$ cat config.mk
export PLATFORM = sky130hd
export DESIGN_NAME = mem_dbg_reader_flat
export DESIGN_NICKNAME = d
export VERILOG_FILES = /design/src/rtl/mem_dbg_pkg.sv /design/src/rtl/mem_dbg_reader_if.sv /design/src/rtl/btn_sync_edge.sv /design/src/rtl/mem_dbg_reader.sv /design/src/flat_wrapper.sv
export SDC_FILE = /design/constraint.sdc
export NUM_CORES = 1
export LEC_CHECK = 0
export CORE_MARGIN = 2
export CORE_UTILIZATION = 45
export CTS_CLUSTER_SIZE = 20
export DETAILED_ROUTE_END_ITERATION = 10
export GPL_TIMING_DRIVEN = 0
export MAX_ROUTING_LAYER = met4
export PLACE_DENSITY = 0.8
export SLEW_MARGIN = 20
export SYNTH_ARGS = -nofsm -noshare
export SYNTH_HDL_FRONTEND = slang
export SYNTH_SLANG_ARGS = --single-unit
$ cat constraint.sdc
create_clock -name clk -period 2.76 [get_ports clk]
set_input_delay 0.414 -clock clk [delete_from_list [all_inputs] [get_ports clk]]
set_output_delay 0.414 -clock clk [all_outputs]
set_load 0.1 [all_outputs]
$ cat src/rtl/mem_dbg_pkg.sv
// Shared types and default widths for the data-memory debug reader.
// The optional checksum accumulator in mem_dbg_reader is enabled by defining MEM_DBG_CHECKSUM_EN.
package mem_dbg_pkg;

    localparam int ADDR_W_DEF = 8;
    localparam int DATA_W_DEF = 32;

    typedef enum logic [1:0] {
        IDLE = 2'd0,
        CAP  = 2'd1,
        OUT  = 2'd2,
        DONE = 2'd3
    } state_t;

endpackage

$ cat src/rtl/mem_dbg_reader_if.sv
// Valid/ready stream carrying dump beats (address + word) from the reader to a sink.
interface mem_dbg_reader_if
    import mem_dbg_pkg::*;
#(
    parameter int ADDR_W = ADDR_W_DEF,
    parameter int DATA_W = DATA_W_DEF
);

    logic [ADDR_W-1:0] out_addr;
    logic [DATA_W-1:0] out_data;
    logic              out_valid;
    logic              out_ready;

    modport master (
        output out_addr,
        output out_data,
        output out_valid,
        input  out_ready
    );

    modport slave (
        input  out_addr,
        input  out_data,
        input  out_valid,
        output out_ready
    );

endinterface

$ cat src/rtl/btn_sync_edge.sv
// Two-flop synchronizer followed by a registered rising-edge detector.
// A held level produces one pulse, visible three edges after the first high sample.
module btn_sync_edge (
    input  logic clk,
    input  logic rst,
    input  logic raw,
    output logic pulse
);

    logic sync1_reg;
    logic sync2_reg;
    logic prev_reg;
    logic pulse_reg;

    always_ff @(posedge clk) begin
        if (rst) begin
            sync1_reg <= 1'b0;
            sync2_reg <= 1'b0;
            prev_reg  <= 1'b0;
            pulse_reg <= 1'b0;
        end else begin
            sync1_reg <= raw;
            sync2_reg <= sync1_reg;
            prev_reg  <= sync2_reg;
            pulse_reg <= sync2_reg & ~prev_reg;
        end
    end

    assign pulse = pulse_reg;

endmodule

$ cat src/rtl/mem_dbg_reader.sv
// Debug read-port master: button-driven browsing of the data memory plus a full dump stream.
// Define MEM_DBG_CHECKSUM_EN to XOR-accumulate accepted dump words on the checksum output.
module mem_dbg_reader
    import mem_dbg_pkg::*;
#(
    parameter int ADDR_W    = ADDR_W_DEF,
    parameter int DATA_W    = DATA_W_DEF,
    parameter int DUMP_LAST = 255
) (
    input  logic               clk,
    input  logic               rst,
    input  logic               inc,
    input  logic               dec,
    input  logic               dump_start,
    input  logic [DATA_W-1:0]  m_data,
    output logic [ADDR_W-1:0]  m_rf_addr,
    output logic [DATA_W-1:0]  view_data,
    mem_dbg_reader_if.master   dump,
    output logic               busy,
    output logic               done,
    output logic [DATA_W-1:0]  checksum
);

    localparam logic [ADDR_W-1:0] LAST_ADDR = ADDR_W'(DUMP_LAST);
    localparam logic [ADDR_W-1:0] ONE       = ADDR_W'(1);

    // Bit 0 = inc, bit 1 = dec, bit 2 = dump_start
    logic [2:0] raw_lvl;
    logic [2:0] btn_pulse;
    logic       inc_p;
    logic       dec_p;
    logic       dump_p;

    assign raw_lvl = {dump_start, dec, inc};

    generate
        for (genvar gi = 0; gi < 3; gi++) begin : g_btn
            btn_sync_edge u_sync (
                .clk   (clk),
                .rst   (rst),
                .raw   (raw_lvl[gi]),
                .pulse (btn_pulse[gi])
            );
        end
    endgenerate

    assign inc_p  = btn_pulse[0];
    assign dec_p  = btn_pulse[1];
    assign dump_p = btn_pulse[2];

    state_t            state_reg, state_next;
    logic [ADDR_W-1:0] ptr_reg, ptr_next;
    logic [ADDR_W-1:0] saved_reg, saved_next;
    logic [DATA_W-1:0] view_reg, view_next;
    logic [ADDR_W-1:0] oaddr_reg, oaddr_next;
    logic [DATA_W-1:0] odata_reg, odata_next;
`ifdef MEM_DBG_CHECKSUM_EN
    logic [DATA_W-1:0] checksum_reg, checksum_next;
`endif

    always_ff @(posedge clk) begin
        if (rst) begin
            state_reg <= IDLE;
            ptr_reg   <= '0;
            saved_reg <= '0;
            view_reg  <= '0;
            oaddr_reg <= '0;
            odata_reg <= '0;
`ifdef MEM_DBG_CHECKSUM_EN
            checksum_reg <= '0;
`endif
        end else begin
            state_reg <= state_next;
            ptr_reg   <= ptr_next;
            saved_reg <= saved_next;
            view_reg  <= view_next;
            oaddr_reg <= oaddr_next;
            odata_reg <= odata_next;
`ifdef MEM_DBG_CHECKSUM_EN
            checksum_reg <= checksum_next;
`endif
        end
    end

    always_comb begin
        state_next = state_reg;
        ptr_next   = ptr_reg;
        saved_next = saved_reg;
        view_next  = view_reg;
        oaddr_next = oaddr_reg;
        odata_next = odata_reg;
`ifdef MEM_DBG_CHECKSUM_EN
        checksum_next = checksum_reg;
`endif
        case (state_reg)
            IDLE: begin
                view_next = m_data;
                // A dump request wins over any browse pulse arriving in the same cycle
                if (dump_p) begin
                    saved_next = ptr_reg;
                    ptr_next   = '0;
                    state_next = CAP;
`ifdef MEM_DBG_CHECKSUM_EN
                    checksum_next = '0;
`endif
                end else if (inc_p && !dec_p) begin
                    ptr_next = ptr_reg + ONE;
                end else if (dec_p && !inc_p) begin
                    ptr_next = ptr_reg - ONE;
                end
            end
            CAP: begin
                odata_next = m_data;
                oaddr_next = ptr_reg;
                state_next = OUT;
            end
            OUT: begin
                if (dump.out_ready) begin
`ifdef MEM_DBG_CHECKSUM_EN
                    checksum_next = checksum_reg ^ odata_reg;
`endif
                    if (ptr_reg == LAST_ADDR) begin
                        state_next = DONE;
                    end else begin
                        ptr_next   = ptr_reg + ONE;
                        state_next = CAP;
                    end
                end
            end
            DONE: begin
                ptr_next   = saved_reg;
                state_next = IDLE;
            end
            default: begin
                state_next = IDLE;
            end
        endcase
    end

    assign m_rf_addr      = ptr_reg;
    assign view_data      = view_reg;
    assign dump.out_addr  = oaddr_reg;
    assign dump.out_data  = odata_reg;
    assign dump.out_valid = (state_reg == OUT);
    assign busy           = (state_reg != IDLE);
    assign done           = (state_reg == DONE);

`ifdef MEM_DBG_CHECKSUM_EN
    assign checksum = checksum_reg;
`else
    assign checksum = '0;
`endif

endmodule

$ cat src/flat_wrapper.sv
// flat-port wrapper written by rule: the top's interface ports become plain ports
module mem_dbg_reader_flat import mem_dbg_pkg::*;
#(
    parameter int ADDR_W    = ADDR_W_DEF,
    parameter int DATA_W    = DATA_W_DEF,
    parameter int DUMP_LAST = 255
)
  (clk, rst, inc, dec, dump_start, m_data, m_rf_addr, view_data, busy, done, checksum, dump_out_addr, dump_out_data, dump_out_valid, dump_out_ready);
  mem_dbg_reader_if #(.ADDR_W(ADDR_W), .DATA_W(DATA_W)) dump_i ();
  input  logic clk;
  input  logic rst;
  input  logic inc;
  input  logic dec;
  input  logic dump_start;
  input  logic [DATA_W-1:0] m_data;
  output logic [ADDR_W-1:0] m_rf_addr;
  output logic [DATA_W-1:0] view_data;
  output logic busy;
  output logic done;
  output logic [DATA_W-1:0] checksum;
  output wire logic [$bits(dump_i.out_addr)-1:0] dump_out_addr;
  output wire logic [$bits(dump_i.out_data)-1:0] dump_out_data;
  output wire logic [$bits(dump_i.out_valid)-1:0] dump_out_valid;
  input wire logic [$bits(dump_i.out_ready)-1:0] dump_out_ready;
  assign dump_out_addr = dump_i.out_addr;
  assign dump_out_data = dump_i.out_data;
  assign dump_out_valid = dump_i.out_valid;
  assign dump_i.out_ready = dump_out_ready;
  mem_dbg_reader #(.ADDR_W(ADDR_W), .DATA_W(DATA_W), .DUMP_LAST(DUMP_LAST)) u_core (.clk(clk), .rst(rst), .inc(inc), .dec(dec), .dump_start(dump_start), .m_data(m_data), .m_rf_addr(m_rf_addr), .view_data(view_data), .dump(dump_i), .busy(busy), .done(done), .checksum(checksum));
endmodule
* Word-level counts from Yosys, hierarchy flattened
Index checks and enable logic that the tools add are counted. W data, S select, Z words.
Storage, ports and cells: register bits after elaboration 102, bits of input ports 38, output and inout bits 115, word-level logic and storage cells 54
Operators by class: add/subtract/negate cells 2, eq/ne operators 8, muxes and demuxes 10, bitwise operators 6, reductions and logical operators 10
Operators with widths (number):
- $mux W8 | 5
- $pmux W8 S3 | 1
- $add A8 B1 Y8 const B | 1
- $eq A8 B8 Y1 const B | 1
- $pmux W2 S4 | 1
- $sub A8 B1 Y8 const B | 1
- $mux W2 | 3
- $eq A2 B2 Y1 const B | 2
- $ne A2 B2 Y1 const B | 2
- $ne A4 B2 Y1 const B | 1
- $reduce_and A2 Y1 | 2
- $reduce_and A4 Y1 | 1
- $and A1 B1 Y1 | 3
- $not A1 Y1 | 3
- $reduce_bool A3 Y1 | 1
- $eq A2 B1 Y1 const B | 1
- $logic_and A1 B1 Y1 | 2
- $logic_not A1 Y1 | 2
- $logic_not A2 Y1 | 1
- $ne A2 B1 Y1 const B | 1
- $reduce_bool A2 Y1 | 1

* Logic depth before layout (Yosys ltp)
Gate-level depths: netlist (run 1).
word-level depth 6, mapped depth 8, depth with buffers taken out 7

* Hierarchy
From an unflattened synthesis (run 1), not the netlist that was laid out.
Unflattened totals: cells, all modules 522, area total of the unflattened synthesis 4174.0 um2
Modules (own cells, without submodules):
- mem_dbg_reader | times used 1, cells each 498, area an instance 3839.9 um2, sequential area each 1801.7 um2
- btn_sync_edge | times used 3, cells each 8, area an instance 111.4 um2, sequential area each 80.1 um2

* Worst setup path after synthesis (run 1)
No wires, ideal clock.
kind register to register, start reg u_core.state_reg[0], end reg u_core.ptr_reg[0], in the netlist u_core.m_rf_addr[0], setup time 0.140 ns, data arrival time 2.430 ns, required time 2.620 ns, path slack 0.190 ns, cell stages (with the launch flop) 9, path buffers 1, clock period less this slack 2.570 ns, cell sequence dfxtp_1 inv_1 ha_1 buf_2 and2_1 a2bb2oi_1 o31ai_2 a211oi_1 a211oi_1
Between the ends: longest elaborated chain between the ends 3, elaborated cells between the ends (all ways) 9, classes of those cells eq/ne (5); mux (1); reduce/logical (3)
Ends and longest elaborated chain:
- start, declared | RTL line mem_dbg_reader.sv:51 | state_t state_reg, state_next;
- start signal, assigned | RTL line mem_dbg_reader.sv:73 | state_reg <= state_next;
- $eq A2 B2 Y1 *
- net dump_out_valid | RTL line flat_wrapper.sv:23 | output wire logic [$bits(dump_i.out_valid)-1:0] dump_out_valid;
- $ne A2 B2 Y1 (no line) (tied with other cells)
- $reduce_and A4 Y1 (no line)
- end signal, assigned | RTL line mem_dbg_reader.sv:74 | ptr_reg <= ptr_next;
- end, declared | RTL line mem_dbg_reader.sv:52 | logic [ADDR_W-1:0] ptr_reg, ptr_next;
Mark *: on every way through the listed nets, which the timed path passes. The rest lies on a longest branch. A chain may end at the register's enable or synchronous reset.

* Worst setup path in the final report (run 1)
start reg u_core.state_reg[0], end out busy
Between the ends: longest elaborated chain between the ends 1
Ends and longest elaborated chain:
- $reduce_bool A2 Y1 | RTL line mem_dbg_reader.sv:145 | assign busy = (state_reg != IDLE);
- end, declared | RTL line flat_wrapper.sv:18 | output logic busy;
Every way passes these cells.

==> impl_metrics.sql, run 1 <==
INSERT INTO impl_metrics (metric_group, metric, value, unit) VALUES
('drt', 'routed_via_count', '3563', ''),
('yosys', 'synth-main-ff-cell', 'sky130_fd_sc_hd__dfxtp_1', ''),
('final_layout', 'final_net_count', '650', ''),
('grt', 'grt_pass1_wl', '16580', 'um'),
('worst_setup_path', 'crit_path_max_fanout', '10', ''),
('yosys', 'ys.warnings.count', '0', ''),
('yosys', 'ys_seq_elements', '102', ''),
('yosys', 'synth.distinct_cells', '44', ''),
('grt', 'grt_start_max_net_pins', '19', ''),
('worst_setup_path', 'critical-path-top-delay-family', 'buffers and inverters', ''),
('yosys', 'synthesis.area', '4253', 'sq um'),
('power', 'vdd_ir_drop_max', '763.9', 'uV'),
('yosys', 'ys_seq_area_share', '48.01', '%'),
('timing', 'setup_repair_after_global_routing_missed_its_margin', 'false', ''),
('worst_setup_path', 'slowest_stage', 'sky130_fd_sc_hd__clkdlybuf4s18_2', ''),
('floorplanning', 'initial_standard_cell_utilization_of_the_core', '46.24', '%'),
('clock_tree', 'insertion_delay', '370', 'ps'),
('worst_setup_path', 'highest_cell_delay_on_the_worst_timing_path', '540', 'ps'),
('power', 'power', '7.841', 'mW'),
('run', 'cap_viol_max_count', '0', ''),
('drt', 'route.detailed.drc', '0', ''),
('timing', 'worst_case_clock_skew', '9.102', 'ps'),
('timing', 'slew_headroom', '31.46', '%'),
('drt', 'detail_route.wirelength', '10610', 'um'),
('drt', 'drt_pre_antenna_iters', '4', ''),
('worst_setup_path', 'cells_traversed_along_the_worst_timing_path', 'inv_1 > ha_1 > clkbuf_1 > clkbuf_2 > inv_1 > clkdlybuf4s18_2', ''),
('grt', 'grt_antenna_before_repair', '0', ''),
('yosys', 'synthTopCellsByArea', 'sky130_fd_sc_hd__dfxtp_1 (48%), sky130_fd_sc_hd__mux2i_1 (17%), sky130_fd_sc_hd__nor2_1 (7.7%)', ''),
('clock_tree', 'tritoncts', 'done', ''),
('clock_tree', 'ctsLongestPathBuffers', '2', ''),
('timing', 'setup_viol', '0', ''),
('timing', 'worst_margin_slew', '1025', 'ps'),
('floorplanning', 'core_area', '9196', 'sq um'),
('timing', 'finalMaxSlewViolations', '0', ''),
('drt', 'routed_length_per_instance', '14.72', 'um'),
('grt', 'track_usage', '21.40', '%'),
('outcome', 'outcome', 'finished, final reports clean', ''),
('final_layout', 'fillerInstances', '782', ''),
('final_layout', 'most-common-layout-cells', 'sky130_fd_sc_hd__clkdlybuf4s50_1 (118), sky130_fd_sc_hd__dfxtp_1 (102), sky130_fd_sc_hd__nor2_1 (87)', ''),
('clock_tree', 'cts.reportedPaths.clkPinSlew', '100', 'ps'),
('place', 'routabilityCongestion', '0.8619', ''),
('clock_tree', 'cts_max_level', '3', ''),
('worst_setup_path', 'path_buf_inv', '5', ''),
('power', 'cellPowerDensity', '1333', 'nW/um^2'),
('worst_setup_path', 'startpoint_type', 'flop', ''),
('floorplanning', 'pin_count', '153', ''),
('floorplanning', 'design.die.area', '10240', 'sq um'),
('floorplanning', 'width_of_the_die', '101.2', 'um'),
('grt', 'grt_ovf', '0', ''),
('timing', 'achievable-frequency', '382.2', 'MHz'),
('floorplanning', 'dieHeight', '101.2', 'um'),
('worst_setup_path', 'worst_ep_required_time', '2350', 'ps'),
('yosys', 'netlist_instances', '444', ''),
('yosys', 'synth_edf_count', '0', ''),
('clock_tree', 'cts-buffers-inserted', '9', ''),
('drt', 'detail-route-antenna-nets', '0', ''),
('place', 'port-buffer-count', '119', ''),
('final_layout', 'antenna_cells', '0', ''),
('yosys', 'post-synth-top-area-fraction', '48.01', '%'),
('final_layout', 'drive_gt1_share', '10.33', '%'),
('yosys', 'post_synth.cell_area_avg', '9.578', 'sq um'),
('grt', 'grt_pass1_vias', '3412', ''),
('timing', 'final-hold-violation-count', '0', ''),
('timing', 'setup_total_negative_slack', '0', 'ps'),
('clock_tree', 'cts_num_sinks', '102', ''),
('drt', 'detailedRoute.firstIterationViolations', '136', ''),
('floorplanning', 'row_count', '35', ''),
('worst_setup_path', 'critical_path_class', 'reg2out', ''),
('min_path', 'holdCritPathClass', 'reg2reg', ''),
('final_layout', 'flow.area_growth_from_synthesis', '38.31', '%'),
('power', 'power.leakage', '2.514', 'nW');
==> worst register-to-register path: stages (launching register included) <==
cell,delay (ps)
sky130_fd_sc_hd__dfxtp_1,430
sky130_fd_sc_hd__ha_1,230
sky130_fd_sc_hd__clkbuf_1,370
sky130_fd_sc_hd__nor2_1,140
sky130_fd_sc_hd__a21oi_1,540
sky130_fd_sc_hd__o221ai_1,230
sky130_fd_sc_hd__a22oi_1,220
sky130_fd_sc_hd__a211oi_1,110
==> cell families (layout without fill, tap and decap cells) <==
kind of cell,Yosys count,after routing,synth area share (%)
other,1,32,0.08818
buffers and inverters,71,206,9.532
flip-flops,102,102,48.01
AND/OR/NAND/NOR,144,144,15.30
multiplexers,74,74,17.42
adder cells (fa/ha/maj),7,7,2.059
AO/OA/AOI/OAI,40,40,6.561
XOR/XNOR,5,5,1.030
==> what timing repair did <==
action                                  CTS  global route
endpoints found under the hold margin     0             0
endpoints found under the setup margin    1             1
buffers inserted                          0             0
hold buffers                              0             0
resized for setup                         4             1
==> cell usage after synthesis, types with 2 or more instances <==
library cell	instances
sky130_fd_sc_hd__dfxtp_1	102
sky130_fd_sc_hd__nor2_1	87
sky130_fd_sc_hd__mux2i_1	74
sky130_fd_sc_hd__buf_4	33
sky130_fd_sc_hd__clkbuf_1	17
sky130_fd_sc_hd__a21oi_1	15
sky130_fd_sc_hd__nand2_1	14
sky130_fd_sc_hd__nor2b_1	13
sky130_fd_sc_hd__nand3_1	12
sky130_fd_sc_hd__buf_1	7
sky130_fd_sc_hd__ha_1	7
sky130_fd_sc_hd__inv_1	7
sky130_fd_sc_hd__a211oi_1	6
sky130_fd_sc_hd__nor3_1	6
sky130_fd_sc_hd__buf_2	5
sky130_fd_sc_hd__xor2_1	4
sky130_fd_sc_hd__nor4_1	3
sky130_fd_sc_hd__o21ai_0	3
sky130_fd_sc_hd__a22oi_1	2
sky130_fd_sc_hd__nand4_1	2
sky130_fd_sc_hd__o221ai_1	2
==> power by group <==
part / internal, mW / switching (mW)
combinational: 1.36 / 3.60
clock: 0.344 / 0.534
sequential: 1.79 / 0.209
total: 3.50 / 4.35
==> per-layer routing <==
layer | track usage (%) | vias up | share of wire, %
li1 | - | 1746 | -
met1 | 25.75 | 1650 | 43
met2 | 34.69 | 150 | 47
met3 | 6.625 | 17 | 8.3
met4 | 6.133 | 0 | 1.4
met5 | - | - | 0
==> final timing paths <==
path / to / slack [ps] / start / depth (start not counted)
max: busy / 140 / u_core.state_reg[0]$_SDFFE_PP0P_ / 6
min: u_core.g_btn[2].u_sync.pulse$_SDFF_PP0_ / 390 / u_core.g_btn[2].u_sync.prev_reg$_SDFF_PP0_ / 1
max reg2reg: u_core.m_rf_addr[2]$_SDFFE_PP0P_ / 380 / u_core.state_reg[0]$_SDFFE_PP0P_ / 7
min reg2reg: u_core.g_btn[2].u_sync.pulse$_SDFF_PP0_ / 390 / u_core.g_btn[2].u_sync.prev_reg$_SDFF_PP0_ / 1
==> metrics by stage <==
step	worst slack (ps)	utilization [%]	hold slack (ps)	area, sq um	instances
detailed placement	-135.4	61.97	376.2	5699	705
global route	2.899	63.96	404.0	5882	721
CTS	78.59	63.97	391.1	5883	721
floorplan	190.2	-	367.4	4369	475
global placement	-68.59	61.97	373.4	5699	705
finish	143.4	63.96	387.3	5882	721
==> area by class of cell <==
class / count / area (sq um) / area share (%)
plain buffers: 64 / 380.4 / 6.467
clock buffers: 10 / 127.6 / 2.170
clock inverters: 6 / 53.80 / 0.9147
inverters: 7 / 26.28 / 0.4467
multi-input cells: 302 / 1922 / 32.67
flip-flops and latches: 102 / 2042 / 34.72
well taps: 111 / 138.9 / 2.361
repair buffers: 119 / 1191 / 20.25
No activity file was read; power rests on OpenSTA's default activity.
==> inputs of run 2 (changes only) <==
--- a/config.mk
+++ b/config.mk
@@ -5,14 +5,15 @@
 export SDC_FILE = /design/constraint.sdc
 export NUM_CORES = 1
 export LEC_CHECK = 0
+export CAP_MARGIN = 10
 export CORE_MARGIN = 2
-export CORE_UTILIZATION = 45
+export CORE_UTILIZATION = 44
 export CTS_CLUSTER_SIZE = 20
 export DETAILED_ROUTE_END_ITERATION = 10
 export GPL_TIMING_DRIVEN = 0
 export MAX_ROUTING_LAYER = met4
-export PLACE_DENSITY = 0.8
-export SLEW_MARGIN = 20
+export PLACE_DENSITY = 0.79
 export SYNTH_ARGS = -nofsm -noshare
 export SYNTH_HDL_FRONTEND = slang
+export SYNTH_HIERARCHICAL = 1
 export SYNTH_SLANG_ARGS = --single-unit
==> run 2 against run 1 <==
Compared with the run above: design area is 0.36% lower; wire length grew 3.2%; sequential share of layout area rose by 0.13 points; via count increased by 12%; utilization fell by 0.53 points; clock-buffer cell count down 1; clock skew rose by 1.9 ps; global-route usage rose by 0.33 points; final cell count grew 13%; setup slack better by 76 ps; largest cell class unchanged; highest routed layer unchanged.
==> impl_metrics.sql, run 2 <==
INSERT INTO impl_metrics (metric_group, metric, value, unit) VALUES
('power', 'cellPowerDensity', '604.6', 'nW/um^2'),
('grt', 'grt_ovf', '0', ''),
('min_path', 'worstHoldStart', 'u_core/g_btn[2].u_sync/prev_reg$_SDFF_PP0_', ''),
('clock_tree', 'cts.reportedPaths.clkPinSlew', '100', 'ps'),
('yosys', 'synth_compound_gate_area_share', '16.16', '%'),
('yosys', 'ys_seq_area_share', '48.92', '%'),
('timing', 'achievable-frequency', '393.7', 'MHz'),
('grt', 'grt_start_max_net_pins', '20', ''),
('yosys', 'netlist.top_cell.by_area', 'sky130_fd_sc_hd__dfxtp_1', ''),
('yosys', 'post-synth-top-count-cell', 'sky130_fd_sc_hd__nand2_1', ''),
('yosys', 'synth-xor-area-share', '0.8393', '%'),
('floorplanning', 'initial_standard_cell_utilization_of_the_core', '45.17', '%'),
('drt', 'detail_route.wirelength', '10950', 'um'),
('yosys', 'synth.mux.area_fraction', '0.7494', '%'),
('outcome', 'outcome', 'finished, final reports clean', ''),
('power', 'internal_power', '2.217', 'mW'),
('clock_tree', 'root_buffer', 'sky130_fd_sc_hd__clkbuf_8', ''),
('yosys', 'post-synth-top-area-fraction', '48.92', '%'),
('yosys', 'synth.distinct_cells', '48', ''),
('power', 'clkPwrFrac', '27.9', '%'),
('timing', 'worst_margin_slew', '1026', 'ps'),
('power', 'power.share.sequential', '44.1', '%'),
('min_path', 'holdCritPathClass', 'reg2reg', ''),
('timing', 'finalMaxSlewViolations', '0', ''),
('floorplanning', 'row_count', '35', ''),
('timing', 'setup_repair_after_global_routing_missed_its_margin', 'false', ''),
('floorplanning', 'design.die.area', '10280', 'sq um'),
('clock_tree', 'cts_num_sinks', '102', ''),
('grt', 'grt_pass1_wl', '17190', 'um'),
('worst_setup_path', 'r2r_end', 'u_core/m_rf_addr[6]$_SDFFE_PP0P_', ''),
('worst_setup_path', 'highest_cell_delay_on_the_worst_timing_path', '1210', 'ps'),
('yosys', 'postSynth.asyncResetShare', '0', '%'),
('timing', 'layout_worst_path_cycle_share', '92.03', '%'),
('yosys', 'ys.warnings.count', '6', ''),
('worst_setup_path', 'critical_path_cell_count', '1', ''),
('grt', 'grt_pass1_vias', '3672', ''),
('final_layout', 'final_cell_count_no_fill', '818', ''),
('clock_tree', 'tritoncts', 'done', ''),
('floorplanning', 'core_area', '9240', 'sq um'),
('worst_setup_path', 'cells_traversed_along_the_worst_timing_path', 'clkdlybuf4s50_1', ''),
('run', 'cap_viol_max_count', '0', ''),
('drt', 'drt_pre_antenna_iters', '5', ''),
('min_path', 'worst_hold_path.endpoint', 'u_core/g_btn[2].u_sync/pulse$_SDFF_PP0_', ''),
('worst_setup_path', 'setup.reg_to_reg.worst_slack', '580', 'ps'),
('clock_tree', 'insertion_delay', '360', 'ps'),
('grt', 'grt_antenna_before_repair', '0', ''),
('final_layout', 'most-common-layout-cells', 'sky130_fd_sc_hd__nand2_1 (169), sky130_fd_sc_hd__clkdlybuf4s50_1 (117), sky130_fd_sc_hd__dfxtp_1 (102)', ''),
('min_path', 'worstHoldPathCells', '1', ''),
('worst_setup_path', 'critical-path-top-delay-family', 'buffers and inverters', ''),
('drt', 'routed_length_per_instance', '13.39', 'um'),
('worst_setup_path', 'r2r_cells', '5', ''),
('yosys', 'post_synth.cell_area_avg', '7.996', 'sq um'),
('place', 'routabilityCongestion', '0.9986', ''),
('yosys', 'synth_top_family_by_area', 'simple AND/OR/NAND/NOR gates', ''),
('worst_setup_path', 'slowest_stage', 'sky130_fd_sc_hd__clkdlybuf4s50_1', ''),
('worst_setup_path', 'startpoint_type', 'flop', ''),
('worst_setup_path', 'crit_path_max_fanout', '9', ''),
('drt', 'post_detailed_route_via_to_cell_ratio', '4.869', ''),
('drt', 'detail-route-antenna-nets', '0', ''),
('timing', 'setup_viol', '0', ''),
('worst_setup_path', 'path_buf_inv', '1', ''),
('timing', 'worst_hold_slack', '420.2', 'ps'),
('place', 'dp.final_hpwl', '8233', 'um'),
('place', 'port-buffer-count', '120', ''),
('yosys', 'netlist_instances', '522', ''),
('drt', 'routed_via_count', '3983', ''),
('floorplanning', 'width_of_the_die', '101.4', 'um'),
('yosys', 'synthSimpleGateAreaFrac', '22.75', '%'),
('final_layout', 'final_common_cell', 'sky130_fd_sc_hd__nand2_1', ''),
('yosys', 'synthTopCellsByCount', 'sky130_fd_sc_hd__nand2_1 (169), sky130_fd_sc_hd__dfxtp_1 (102), sky130_fd_sc_hd__a21oi_1 (89)', ''),
('timing', 'final-hold-violation-count', '0', ''),
('clock_tree', 'cts_post_setup_buffers_inserted', '0', ''),
('clock_tree', 'ctsLongestPathBuffers', '2', ''),
('power', 'power.combinational.fraction', '28.0', '%'),
('floorplanning', 'dieHeight', '101.4', 'um'),
('final_layout', 'drive_gt1_share', '9.579', '%'),
('clock_tree', 'cts-buffers-inserted', '9', ''),
('drt', 'route.detailed.drc', '0', ''),
('drt', 'detailedRoute.firstIterationViolations', '308', ''),
('yosys', 'synthesis.area', '4174', 'sq um'),
('place', 'dpl.cell_count', '802', ''),
('final_layout', 'final_net_count', '725', ''),
('yosys', 'synthTopCellsByArea', 'sky130_fd_sc_hd__dfxtp_1 (49%), sky130_fd_sc_hd__nand2_1 (15%), sky130_fd_sc_hd__a21oi_1 (11%)', ''),
('floorplanning', 'pin_count', '153', ''),
('yosys', 'ys_seq_elements', '102', ''),
('yosys', 'synth-main-ff-cell', 'sky130_fd_sc_hd__dfxtp_1', ''),
('worst_setup_path', 'worst_ep_required_time', '2350', 'ps'),
('final_layout', 'flow.area_growth_from_synthesis', '40.41', '%'),
('power', 'power_switching_share', '37.42', '%'),
('yosys', 'synth_edf_count', '0', ''),
('clock_tree', 'cts_max_level', '3', ''),
('grt', 'track_usage', '21.73', '%'),
('worst_setup_path', 'cp_arrival', '2130', 'ps'),
('timing', 'worst_case_clock_skew', '11.00', 'ps'),
('worst_setup_path', 'r2r_start', 'u_core/m_rf_addr[1]$_SDFFE_PP0P_', ''),
('timing', 'timing.final.crit_period', '2540', 'ps'),
('power', 'vdd_ir_drop_max', '458.0', 'uV'),
('yosys', 'synth_adder_area_share', '0.8993', '%'),
('clock_tree', 'cts_hold_repair.buffers', '0', ''),
('worst_setup_path', 'critical_path_class', 'reg2out', ''),
('timing', 'setup_total_negative_slack', '0', 'ps'),
('power', 'p_sw', '1.326', 'mW'),
('final_layout', 'antenna_cells', '0', ''),
('worst_setup_path', 'timing.critical_path.to_type', 'output pin', ''),
('timing', 'slew_headroom', '31.41', '%'),
('power', 'power.leakage', '2.266', 'nW');
[run 2: changes by cell type in the layout (fill, tap and decap cells not counted), sizes merged, moves of 10 or more]
cell / delta
a21oi: +74
buf: -10
clkbuf: +12
mux2i: -72
nand2: +155
nor2: -74
[run 2: per-stage QoR]
stage	area [sq um]	total power, mW	utilization, %	setup slack [ps]
floorplan	4290	2.365	-	9.199
global placement	5653	2.576	61.18	40.01
detailed placement	5653	2.583	61.18	12.84
CTS	5866	3.558	63.48	0.5029
global route	5861	3.675	63.43	71.92
finish	5861	3.543	63.43	219.9
[run 2: power by group through the flow]
stage	clock [mW]	sequential (mW)	combinational, mW
floorplan	0	1.94	0.428
global placement	0	1.60	0.980
detailed placement	0	1.60	0.986
CTS	1.01	1.56	0.987
global route	1.07	1.57	1.03
finish	0.988	1.56	0.992
[run 2: layout make-up]
class	count	area [sq um]
Multi-Input combinational cell	378	1848
Fill cell	818	3379
Timing Repair Buffer	120	1196
Sequential cell	102	2042
Buffer	66	374.1
Inverter	7	26.28
Tap cell	129	161.4
Clock buffer	9	123.9
Clock inverter	7	88.84
[run 2: worst max path at each step]
stage | start | to | slack, ps
5_1_grt | u_core/state_reg[0]$_SDFFE_PP0P_ | busy | 70
3_3_place_gp | u_core/state_reg[0]$_SDFFE_PP0P_ | busy | 40
3_5_place_dp | u_core/state_reg[0]$_SDFFE_PP0P_ | busy | 10
4_1_cts | u_core/state_reg[0]$_SDFFE_PP0P_ | done | 0.5
6_report | u_core/m_rf_addr[1]$_SDFFE_PP0P_ | m_rf_addr[1] | 220
2_1_floorplan | u_core/state_reg[0]$_SDFFE_PP0P_ | u_core/m_rf_addr[7]$_SDFFE_PP0P_ | 9
[run 2: kinds of logic after synthesis]
| logic type | after synthesis |
|---|---|
| AO/OA/AOI/OAI | 118 |
| XOR/XNOR | 4 |
| adder cells (fa/ha/maj) | 3 |
| buffers and inverters | 73 |
| flip-flops | 102 |
| multiplexers | 3 |
| other | 1 |
| AND/OR/NAND/NOR | 218 |
[run 2: repair_timing]
item | in CTS | in global routing
resized for setup | 6 | 1
pin swaps | 0 | 0
endpoints found under the hold margin | 0 | 0
setup endpoints to repair | 3 | 1
cloned | 0 | 0
[run 2: layer usage]
metal  vias to the layer above  track usage [%]  share of wire, %
li1                       1988                -                 -
met1                      1816            27.06                43
met2                       167            34.34                48
met3                        12            6.142               7.5
met4                         0            6.653               1.3
met5                         -                -                 0
